[config.mk]
export PLATFORM = sky130hd
export DESIGN_NAME = branch_predictor_ctrl
export DESIGN_NICKNAME = d
export VERILOG_FILES = /design/src/rtl/branch_predictor_ctrl.sv
export SDC_FILE = /design/constraint.sdc
export NUM_CORES = 1
export LEC_CHECK = 0
export CORE_MARGIN = 2
export CORE_UTILIZATION = 49
export CTS_CLUSTER_DIAMETER = 150
export CTS_CLUSTER_SIZE = 40
export DETAILED_ROUTE_END_ITERATION = 6
export PLACE_DENSITY = 0.8
export SYNTH_ARGS = -nofsm -noshare
export SYNTH_HDL_FRONTEND = slang
export SYNTH_SLANG_ARGS = --single-unit
[constraint.sdc]
create_clock -name clk -period 3.6 [get_ports clk]
set_input_delay 0.72 -clock clk [delete_from_list [all_inputs] [get_ports clk]]
set_output_delay 0.72 -clock clk [all_outputs]
set_load 0.1 [all_outputs]
[src/rtl/branch_predictor_ctrl.sv]
// branch_predictor_ctrl
// Controller for a table of 2-bit saturating branch counters held in an
// external single-port, synchronous-read memory. After reset it writes
// 2'b01 to every entry, then arbitrates fetch lookups against buffered
// execute-stage updates, issuing at most one memory operation per cycle.
// Pending queued updates are forwarded to lookups of the same index.
//
// Ports:
//   clk, rst                       clock, synchronous active-high reset
//   lookupValid/lookupPc/lookupReady   fetch-side prediction request
//   predictValid/predictTaken/predictCtr  prediction result (1-cycle latency)
//   updateValid/updatePc/updateTaken/updateCtr/updateReady  resolved branch
//   memEn/memWe/memAddr/memWdata/memRdata  table memory port
//   initDone                       table clear complete
module branch_predictor_ctrl #(
    parameter int unsigned ENTRIES = 64,
    parameter int unsigned IDX_W   = $clog2(ENTRIES),
    parameter int unsigned QDEPTH  = 4
) (
    input  logic             clk,
    input  logic             rst,
    input  logic             lookupValid,
    input  logic [31:0]      lookupPc,
    output logic             lookupReady,
    output logic             predictValid,
    output logic             predictTaken,
    output logic [1:0]       predictCtr,
    input  logic             updateValid,
    input  logic [31:0]      updatePc,
    input  logic             updateTaken,
    input  logic [1:0]       updateCtr,
    output logic             updateReady,
    output logic             memEn,
    output logic             memWe,
    output logic [IDX_W-1:0] memAddr,
    output logic [1:0]       memWdata,
    input  logic [1:0]       memRdata,
    output logic             initDone
);

    localparam int unsigned PTR_W = $clog2(QDEPTH);
    localparam int unsigned CNT_W = $clog2(QDEPTH + 1);

    localparam logic [0:0] ST_INIT = 1'b0;
    localparam logic [0:0] ST_RUN  = 1'b1;

    localparam logic [CNT_W-1:0] Q_FULL   = CNT_W'(QDEPTH);
    localparam logic [PTR_W-1:0] PTR_LAST = PTR_W'(QDEPTH - 1);
    localparam logic [IDX_W-1:0] IDX_LAST = IDX_W'(ENTRIES - 1);

    logic [0:0]       state;
    logic [IDX_W-1:0] initIdx;

    // Update queue storage; validity is tracked by rdPtr/count only.
    logic [IDX_W-1:0] qIdx [QDEPTH];
    logic [1:0]       qCtr [QDEPTH];
    logic [PTR_W-1:0] rdPtr;
    logic [PTR_W-1:0] wrPtr;
    logic [CNT_W-1:0] count;

    logic             fwdHit;
    logic [1:0]       fwdCtr;
    logic [1:0]       heldCtr;

    logic             running;
    logic             full;
    logic             empty;
    logic             lookupAcc;
    logic             updateAcc;
    logic             deq;
    logic [IDX_W-1:0] lookupIdx;
    logic [IDX_W-1:0] updateIdx;
    logic [1:0]       newCtr;
    logic             hitD;
    logic [1:0]       hitCtrD;
    logic             unusedPc;

    function automatic logic [PTR_W-1:0] nextPtr(input logic [PTR_W-1:0] p);
        return (p == PTR_LAST) ? '0 : p + 1'b1;
    endfunction

    assign lookupIdx = lookupPc[IDX_W+1:2];
    assign updateIdx = updatePc[IDX_W+1:2];
    assign unusedPc  = ^{lookupPc[31:IDX_W+2], lookupPc[1:0],
                         updatePc[31:IDX_W+2], updatePc[1:0]};

    assign running     = (state == ST_RUN);
    assign full        = (count == Q_FULL);
    assign empty       = (count == '0);
    assign lookupReady = running && !full;
    assign updateReady = running && !full;
    assign lookupAcc   = lookupValid && lookupReady;
    assign updateAcc   = updateValid && updateReady;

    // Saturating counter step for the resolved branch.
    always_comb begin
        if (updateTaken) begin
            newCtr = (updateCtr == 2'd3) ? 2'd3 : updateCtr + 2'd1;
        end else begin
            newCtr = (updateCtr == 2'd0) ? 2'd0 : updateCtr - 2'd1;
        end
    end

    // Forwarding: walk oldest to youngest so the last match wins; a
    // same-cycle enqueue is younger than anything already queued.
    always_comb begin
        logic [PTR_W-1:0] pos;
        hitD    = 1'b0;
        hitCtrD = 2'b00;
        pos     = rdPtr;
        for (int unsigned i = 0; i < QDEPTH; i++) begin
            if ((CNT_W'(i) < count) && (qIdx[pos] == lookupIdx)) begin
                hitD    = 1'b1;
                hitCtrD = qCtr[pos];
            end
            pos = nextPtr(pos);
        end
        if (updateAcc && (updateIdx == lookupIdx)) begin
            hitD    = 1'b1;
            hitCtrD = newCtr;
        end
    end

    // Memory port arbitration. A full queue drains before lookups are served
    // so updates cannot be starved by a continuous fetch stream.
    always_comb begin
        memEn    = 1'b0;
        memWe    = 1'b0;
        memAddr  = '0;
        memWdata = 2'b00;
        deq      = 1'b0;
        if (state == ST_INIT) begin
            memEn    = 1'b1;
            memWe    = 1'b1;
            memAddr  = initIdx;
            memWdata = 2'b01;
        end else if (full || (!lookupValid && !empty)) begin
            memEn    = 1'b1;
            memWe    = 1'b1;
            memAddr  = qIdx[rdPtr];
            memWdata = qCtr[rdPtr];
            deq      = 1'b1;
        end else if (lookupValid) begin
            memEn   = 1'b1;
            memAddr = lookupIdx;
        end
    end

    // Read data is only meaningful in the cycle after a read; hold otherwise.
    assign predictCtr   = predictValid ? (fwdHit ? fwdCtr : memRdata) : heldCtr;
    assign predictTaken = predictCtr[1];

    always_ff @(posedge clk) begin
        if (rst) begin
            state        <= ST_INIT;
            initIdx      <= '0;
            initDone     <= 1'b0;
            rdPtr        <= '0;
            wrPtr        <= '0;
            count        <= '0;
            predictValid <= 1'b0;
            fwdHit       <= 1'b0;
            fwdCtr       <= 2'b00;
            heldCtr      <= 2'b00;
        end else begin
            if (state == ST_INIT) begin
                initIdx <= initIdx + 1'b1;
                if (initIdx == IDX_LAST) begin
                    state    <= ST_RUN;
                    initDone <= 1'b1;
                end
            end
            if (updateAcc) begin
                wrPtr <= nextPtr(wrPtr);
            end
            if (deq) begin
                rdPtr <= nextPtr(rdPtr);
            end
            count        <= count + CNT_W'(updateAcc) - CNT_W'(deq);
            predictValid <= lookupAcc;
            if (lookupAcc) begin
                fwdHit <= hitD;
                fwdCtr <= hitCtrD;
            end
            heldCtr <= predictCtr;
        end
    end

    // Queue payload needs no reset; entries are only read while counted valid.
    always_ff @(posedge clk) begin
        if (updateAcc) begin
            qIdx[wrPtr] <= updateIdx;
            qCtr[wrPtr] <= newCtr;
        end
    end

endmodule

==> results by group <==
Status
  – Status: finished clean

Synth
  – Post-Syn Instances: 286
  – Synth area leaders: edfxtp_1, mux4_2, dfxtp_1
  – Synthesis-stage register bit count: 55
  – Post-synth top area share: 27.86%
  – Number of flops mapped to enable cells by yosys: 32
  – Post-Syn Area per Cell: 12.06 µm²
  – Synthesized cell area: 3450 µm²
  – Syn Nets: 370
  – Synth warnings: 0
  – Ys flop type: edfxtp_1
  – Ys async rst share: 0%
  – Library cells used by synthesis: 47
  – Yosys top cell by area: edfxtp_1
  – Sequential fraction of the synthesis area: 41.20%

Global route
  – First-pass GRT wire length: 12.02 mm
  – Global route overflow: 0
  – Largest net degree at the start of global routing: 28
  – Initial antenna violation count: 0
  – Vias in the first global route: 2341
  – GRT Total Usage: 20.86%

Timing
  – Max-slew violation total from the final report: 0
  – Worst hold slack: 0.4837 ns
  – Setup TNS: 0 ns
  – Setup violators final: 0
  – Final WS setup: 0.5532 ns
  – Final Hold Violating Endpoints: 0
  – Max transition margin: 35.38%
  – Slew @ Worst Pin: 0.9693 ns
  – Post-layout minimum cycle time: 3.047 ns
  – Fmax: 0.3282 GHz
  – Final Cycle Share: 84.63%
  – Max Clock Skew: 0.01195 ns
  – Unrepaired setup endpoints after global routing: no

Critical path
  – Setup crit start kind: primary input
  – Worst EP arrival: 2.33 ns
  – CP endpoint kind: primary output
  – Worst-path cell chain: clkdlybuf4s50_1 > nor2_1 > o21a_1 > a22oi_1 > o21ai_1 > buf_12
  – Sum of buffers and inverters on the critical path: 2
  – Worst path required time: 2.88 ns
  – Critical path class: primary input to primary output
  – CP max FO: 10
  – Slowest CP cell: clkdlybuf4s50_1
  – Crit-path max cell delay: 0.44 ns
  – Largest delay share family, worst path: compound AO/OA/AOI/OAI gates

Detailed routing
  – DR pass1 iterations: 5
  – Routed Antenna Nets: 0
  – Vias per cell: 5.805
  – WL final: 7.430 mm
  – Wire length per cell: 18.08 µm
  – Detailed-route via count: 2386
  – # DRC: 0
  – DR iter-0 viols: 226

Placed design
  – Area of placed instances: 3928 µm²
  – Global placement routability congestion: 0.8753
  – HPWL after DPL: 5.571 mm
  – Port Buffers: 37
  – Cell total after placement: 403
  – Pre-CTS setup slack: 0.5356 ns

Clock tree
  – Post-CTS setup buffers: 0
  – Clock Pin Slew Worst Setup and Hold Paths: 0.09 ns
  – Worst-case clock buffer depth: 2
  – CTS hold repair buffers: 0
  – Post-CTS sizing: 0
  – CTS sink count: 55
  – Clock tree from TritonCTS: built
  – Root Buffer Master: clkbuf_8
  – H-tree levels: 2
  – CTS Buf Count: 5
  – Skew-Pair Late Insertion Delay: 0.32 ns

Pwr
  – Worst vdd ir: 0.0001541 V
  – Pleak: 1.422 nW
  – Pwr dens: 295.5 nW/µm²

Die
  – Die W: 87.91 µm
  – Ports: 90
  – Placement Rows: 30
  – Die Height: 87.91 µm
  – Die ar.: 7727 µm²
  – Core area: 6794 µm²
  – Initial Util: 50.77%

Layout
  – Cell area after layout: 4035 µm²
  – Layout Nets: 398
  – Layout cells sized above 1: 17.78%
  – Syn-to-layout area delta: 16.97%
  – Post-Layout Cell Count: 411
  – # diodes: 0

Job
  – Max cap viols: 0

Hold path
  – Hold WC Path Type: register to register
-- cell usage after synthesis, types with 4 or more instances --
library cell,count
nor2_1,24
xnor2_1,14
mux4_2,23
and2_1,4
nand4_1,4
and3_1,5
xor2_1,21
nor2b_1,11
clkbuf_1,13
mux2i_1,7
mux4_1,6
nor3_1,4
nand3_1,5
edfxtp_1,32
a22oi_1,4
dfxtp_1,23
o21ai_0,9
buf_4,4
inv_1,16
nand2_1,9
a21oi_1,6
ha_1,10
-- path summary, 6_finish.rpt --
kind | slack, ns | from | endpoint | depth (start not counted)
worst min-delay path | 0.48 | initDone | initDone | 2
worst max register to register | 0.57 | rdPtr[0] | fwdCtr[1] | 7
worst max-delay path | 0.55 | lookupValid | memAddr[5] | 6
worst min register to register | 0.48 | initDone | initDone | 2
-- state kept, by name, indices dropped and copies added, names as in the netlist, 2 cells and up, named ones only --
signal and cells:
qCtr 8, initIdx 6, fwdCtr 2, rdPtr 2, heldCtr 2, wrPtr 2, qIdx 24, count 3
-- area by class of cell --
type	count	area [µm²]
inverter	16	60.06
fill	548	2759
timing repair buffer	42	457.9
clock buffer	5	68.82
sequential	55	1421
tap	96	120.1
clock inverter	3	38.79
multi-input combinational	194	1868
-- where the power goes --
| group | total, mW | internal (mW) | switching [mW] |
|---|---|---|---|
| Combinational | 0.114 | 0.0491 | 0.0648 |
| Sequential | 0.670 | 0.667 | 0.00288 |
| Clock | 0.408 | 0.203 | 0.205 |
-- per-layer routing --
| metal | vias to the layer above | global-route usage, % | wire length (µm) | share of wire [%] |
|---|---|---|---|---|
| li1 | 1114 | - | - | - |
| met1 | 1165 | 28.35 | 3221 | 43 |
| met2 | 91 | 34.02 | 3644 | 49 |
| met3 | 16 | 3.393 | 344 | 4.6 |
| met4 | 0 | 7.552 | 220 | 3.0 |
| met5 | - | 0 | 0 | 0 |
-- worst register-to-register path, delay by kind of cell, from the launching register on --
family | cells | cell delay, ns
AOI/OAI and AO/OA | 3 | 0.54
xor gates and xnor gates | 1 | 0.16
adders and majority gates | 1 | 0.93
DFF | 1 | 0.34
muxes | 1 | 0.43
and+or+nand+nor | 1 | 0.53
-- cells in the final DEF (no fill, tap or decap), types with 2 or more instances in the layout --
master / n
and4_1: 2
nor4_1: 2
xor2_1: 21
mux4_2: 23
a21oi_1: 5
mux4_1: 6
ha_1: 10
clkbuf_8: 5
a221o_1: 2
xnor2_1: 14
inv_1: 16
edfxtp_1: 32
nor3_1: 4
o21a_1: 2
mux2_2: 2
buf_12: 7
and3_1: 5
o21ai_0: 5
nor2b_1: 11
o21ai_1: 4
nor2_1: 24
dfxtp_1: 23
clkdlybuf4s50_1: 22
mux2i_1: 7
nand4_1: 4
o211ai_1: 2
nand3_1: 5
buf_4: 13
a22oi_1: 4
and2_1: 4
nand2_1: 9
-- cells by family after synthesis --
| family | share of synthesized area, % |
|---|---|
| AO/OA/AOI/OAI | 7.327 |
| buffers and inverters | 4.752 |
| flip-flops | 41.20 |
| multiplexers | 22.27 |
| AND/OR/NAND/NOR | 11.06 |
| adder cells (fa/ha/maj) | 4.498 |
| XOR/XNOR | 8.887 |
-- stage by stage --
stage / power [mW] / utilization, %
floorplan: 0.7459 / -
global placement: 0.7963 / 57.81
detailed placement: 0.7975 / 57.81
CTS: 1.194 / 59.39
global route: 1.225 / 59.39
finish: 1.192 / 59.39
No activity file was read; power rests on OpenSTA's default activity.
==> RTL change 1, RTL diff (config.mk and constraints unchanged) <==
Set the parameter `ENTRIES` to 128 (it was 64).
--- a/src/rtl/branch_predictor_ctrl.sv
+++ b/src/rtl/branch_predictor_ctrl.sv
@@ -13,7 +13,7 @@
 //   memEn/memWe/memAddr/memWdata/memRdata  table memory port
 //   initDone                       table clear complete
 module branch_predictor_ctrl #(
-    parameter int unsigned ENTRIES = 64,
+    parameter int unsigned ENTRIES = 128,
     parameter int unsigned IDX_W   = $clog2(ENTRIES),
     parameter int unsigned QDEPTH  = 4
 ) (
Ports: changed (resized memAddr); port bits go from 90 to 91. The function was not compared with the original's and may differ.
==> RTL change 1 against the unedited design <==
Final cell count rose by 7.8%. Non-clock buffer count rose by 4. Routed wire length up 14%. Sequential cell count up 5. Total power rose by 19%. Via count up 10%. Die area up 12%. Worst setup slack got worse by 0.16 ns. Area after synthesis increased by 12%. Cell area is 13% higher. Largest cell class unchanged. Highest routed layer unchanged.
==> RTL change 1: results (changes against the unedited design) <==
[synth]
syn_avg_cell_area_um2=12.86  ; was 12.06 um^2
ys_seq_area_share_pct=40.34  ; was 41.20%
synthAdderAreaFrac_pct=4.266  ; was 4.498%
synthMuxAreaShare_pct=24.53  ; was 22.27%
synth_commonest_cells=36 x edfxtp_1, 26 x xnor2_1, 24 x dfxtp_1, 23 x nor2_1, 20 x mux4_2  ; was 32 x edfxtp_1, 24 x nor2_1, 23 x dfxtp_1, 23 x mux4_2, 21 x xor2_1
syn-num-nets=385  ; was 370
synth_edf_count=36  ; was 32

[power_and_ir_drop]
total_leakage_power_nw=1.582  ; was 1.422 nW
ir_worst_vdd_uv=162.3  ; was 154.1 uV

[drt]
drtIter0Drc=172  ; was 226
wl_per_cell_um=19.11  ; was 18.08 um

[place]
placed_cells=427  ; was 403
port_buffers=40  ; was 37
dp_hpwl_um=6429  ; was 5571 um

[cells_and_area]
reg.largest.list=qIdx x28, qCtr x8, initIdx x7  ; was qIdx x24, qCtr x8, initIdx x6
fin_cells=443  ; was 411
drive_gt1_share_pct=19.06  ; was 17.78%

[setup_path]
slowest_stage=o311a_1  ; was clkdlybuf4s50_1
critPathArrivalTime_ns=2.49  ; was 2.33 ns
cpPeakStageDelay_ns=0.54  ; was 0.44 ns

[global_routing]
grt_pass1_vias=2633  ; was 2,341
grt_max_degree=24  ; was 28

[status]
outcome=complete, no violations  ; unchanged

[clock_tree]
htree_levels=3  ; was 2
numCtsBuffers=9  ; was 5
clock_latency_ns=0.35  ; was 0.32 ns

[RTL change 1: cell count changes after synthesis, sizes merged, moves of 3 or more]
| cell | unedited run | this run |
|---|---|---|
| nor3b | 1 | 4 |
| clkbuf | 13 | 10 |
| xnor2 | 14 | 26 |
| a211oi | 0 | 3 |
| buf | 8 | 12 |
| mux4 | 29 | 36 |
| xor2 | 21 | 13 |
| edfxtp | 32 | 36 |
[RTL change 1: routing by layer]
layer	share of wire [%]	GRT usage, %	routed length, um
met1	43	27.26	3675
met2	50	35.51	4215
met3	4.6	5.370	391
met4	2.2	9.436	184
met5	0	0	0
[RTL change 1: final timing paths]
kind | endpoint | slack, ns | depth (start not counted) | startpoint
worst max-delay path | memAddr[4] | 0.39 | 6 | lookupValid
worst min-delay path | initDone | 0.47 | 2 | initDone
worst max register to register | fwdCtr[1] | 0.58 | 9 | rdPtr[0]
worst min register to register | initDone | 0.47 | 2 | initDone
[RTL change 1: stage by stage]
stage	hold WS [ns]	instance area (um^2)	utilization, %	setup slack [ns]	total power, mW
2_1_floorplan	0.4668	3894	-	-0.2490	0.8196
3_3_place_gp	0.4507	4370	56.85	0.4696	0.8691
3_5_place_dp	0.4606	4370	56.85	0.3851	0.8710
4_1_cts	0.4768	4553	59.23	0.4042	1.428
5_1_grt	0.5180	4553	59.23	0.2936	1.461
6_report	0.4733	4553	59.23	0.3888	1.416
[RTL change 1: cells by family after synthesis]
group	Yosys count
AOI/OAI and AO/OA	34
xor gates and xnor gates	39
muxes	44
DFF	60
and+or+nand+nor	73
adders and majority gates	13
buffers and inverters	38
[RTL change 1: cell type report]
cell class	instances	share of cell area, %
Clock buffer	14	3.792
Clock inverter	2	0.2198
Inverter	16	1.319
Multi-Input combinational cell	203	46.47
Sequential cell	60	34.30
Tap cell	102	2.803
Timing Repair Buffer	46	11.10
[RTL change 1: critical path: cells and delay by family]
kind            cells  cell delay [ns]
compound gates      4             1.08
buf+inv             2             0.69
[RTL change 1: power by group]
group          total [mW]  switching [mW]  internal, mW  leakage, nW
logic               0.124          0.0701        0.0535        0.968
registers           0.733         0.00286         0.730        0.517
clock network       0.560           0.255         0.304       0.0965
==> RTL change 2, RTL diff (config.mk and constraints unchanged) <==
Without the edit above. Reset style: asynchronous (`rst`), changed in one clocked block. Comments in the files are not updated.
--- a/src/rtl/branch_predictor_ctrl.sv
+++ b/src/rtl/branch_predictor_ctrl.sv
@@ -150,7 +150,7 @@
     assign predictCtr   = predictValid ? (fwdHit ? fwdCtr : memRdata) : heldCtr;
     assign predictTaken = predictCtr[1];
 
-    always_ff @(posedge clk) begin
+    always_ff @(posedge clk or posedge rst) begin
         if (rst) begin
             state        <= ST_INIT;
             initIdx      <= '0;
Behaviour: differs if rst is asserted again (counterexample within 4 cycles, from zero or initial values and one cycle with rst high); with rst held inactive, the same outputs for 10 cycles.
==> RTL change 2 against the unedited design <==
Worst setup slack lost 0.010 ns. Sequential cell count decreased by 2. Total power is 13% lower. Cell area rose by 0.22%. Core utilization decreased by 0.20 points. Routed wire length down 5.4%. Register-to-register slack barely moved. Worst hold slack better by 0.0048 ns. Clock skew shrank 0.0033 ns. Highest routed layer unchanged. Area after synthesis is 0.54% higher. Largest power group unchanged.
==> RTL change 2: results (changes against the unedited design) <==
[synth]
synth_compound_area_share_pct=7.973  ; was 7.327%
synth_top_area_share_pct=27.71  ; was 27.86%
ys_seq_area_share_pct=42.86  ; was 41.20%
syn-num-nets=345  ; was 370
syn_inst=261  ; was 286
synthMuxAreaShare_pct=23.12  ; was 22.27%
async_flop_share_pct=39.62  ; was 0%
synth_seq_cells=53  ; was 55
synthAdderAreaFrac_pct=4.473  ; was 4.498%
synth_commonest_cells=32 x edfxtp_1, 23 x mux4_2, 21 x dfrtp_1, 21 x xnor2_1, 18 x inv_1  ; was 32 x edfxtp_1, 24 x nor2_1, 23 x dfxtp_1, 23 x mux4_2, 21 x xor2_1
ys_types=46  ; was 47

[global_routing]
grt_max_degree=26  ; was 28
grt_pass1_vias=2219  ; was 2,341

[cells_and_area]
num-nonclk-buffers=43  ; was 42
nonClkBufAreaFrac_pct=11.51  ; was 11.35%
nets=376  ; was 398
multiInputGateArea_um2=1823  ; was 1868 um^2
clock_area_share_pct=2.011  ; was 2.667%
multi_input_gates=171  ; was 194
fin_cells=389  ; was 411

[power_and_ir_drop]
total_leakage_power_nw=1.517  ; was 1.422 nW
p_comb_mw=0.0732  ; was 0.114 mW
ir_worst_vdd_uv=150.5  ; was 154.1 uV
powerSeq_mw=0.645  ; was 0.670 mW

[drt]
wl_per_cell_um=18.08  ; about the same
drtPass1Iterations=4  ; was 5
drt-vias-per-instance=5.779  ; was 5.805

[timing]
slew_headroom_pct=35.27  ; was 35.38%

[setup_path]
crit_end=memAddr[0]  ; was memAddr[5]
crit_path_max_fanout=9  ; was 10
timing.rr.start=rdPtr[0]  ; unchanged
cp_top_family=buffers and inverters  ; was compound AO/OA/AOI/OAI gates

[place]
dp_slack_ns=0.5630  ; was 0.5356 ns
gp_congestion=0.7914  ; was 0.8753

[worst_hold_path]
hold_start=initDone  ; unchanged
hold_depth=1  ; was 2

[status]
outcome=complete, no violations  ; unchanged

==> RTL change 2: cell count changes in the layout (fill, tap and decap cells not counted), sizes merged, moves of 3 or more <==
cell    before  now
dfrtp        0   21
nor2        25    8
o21ai        9   12
nand3        5    2
dfxtp       23    0
xor2        21   15
mux2         2    5
a211oi       0    4
xnor2       14   21
nor2b       11    3
==> RTL change 2: metrics by stage <==
| stage | instance area (um^2) | hold WS, ns | total power, mW |
|---|---|---|---|
| floorplan | 3480 | 0.4588 | 0.6969 |
| global placement | 3963 | 0.4617 | 0.7307 |
| detailed placement | 3963 | 0.4696 | 0.7320 |
| CTS | 4044 | 0.4945 | 1.045 |
| global route | 4044 | 0.5139 | 1.070 |
| finish | 4044 | 0.4885 | 1.041 |
==> RTL change 2: per-layer routing <==
metal	GRT usage, %	up-vias	part of all wire (%)
met2	30.58	60	48
met5	0	-	0
li1	-	1041	-
met3	3.487	12	4.8
met4	5.785	0	1.7
met1	27.62	1135	46
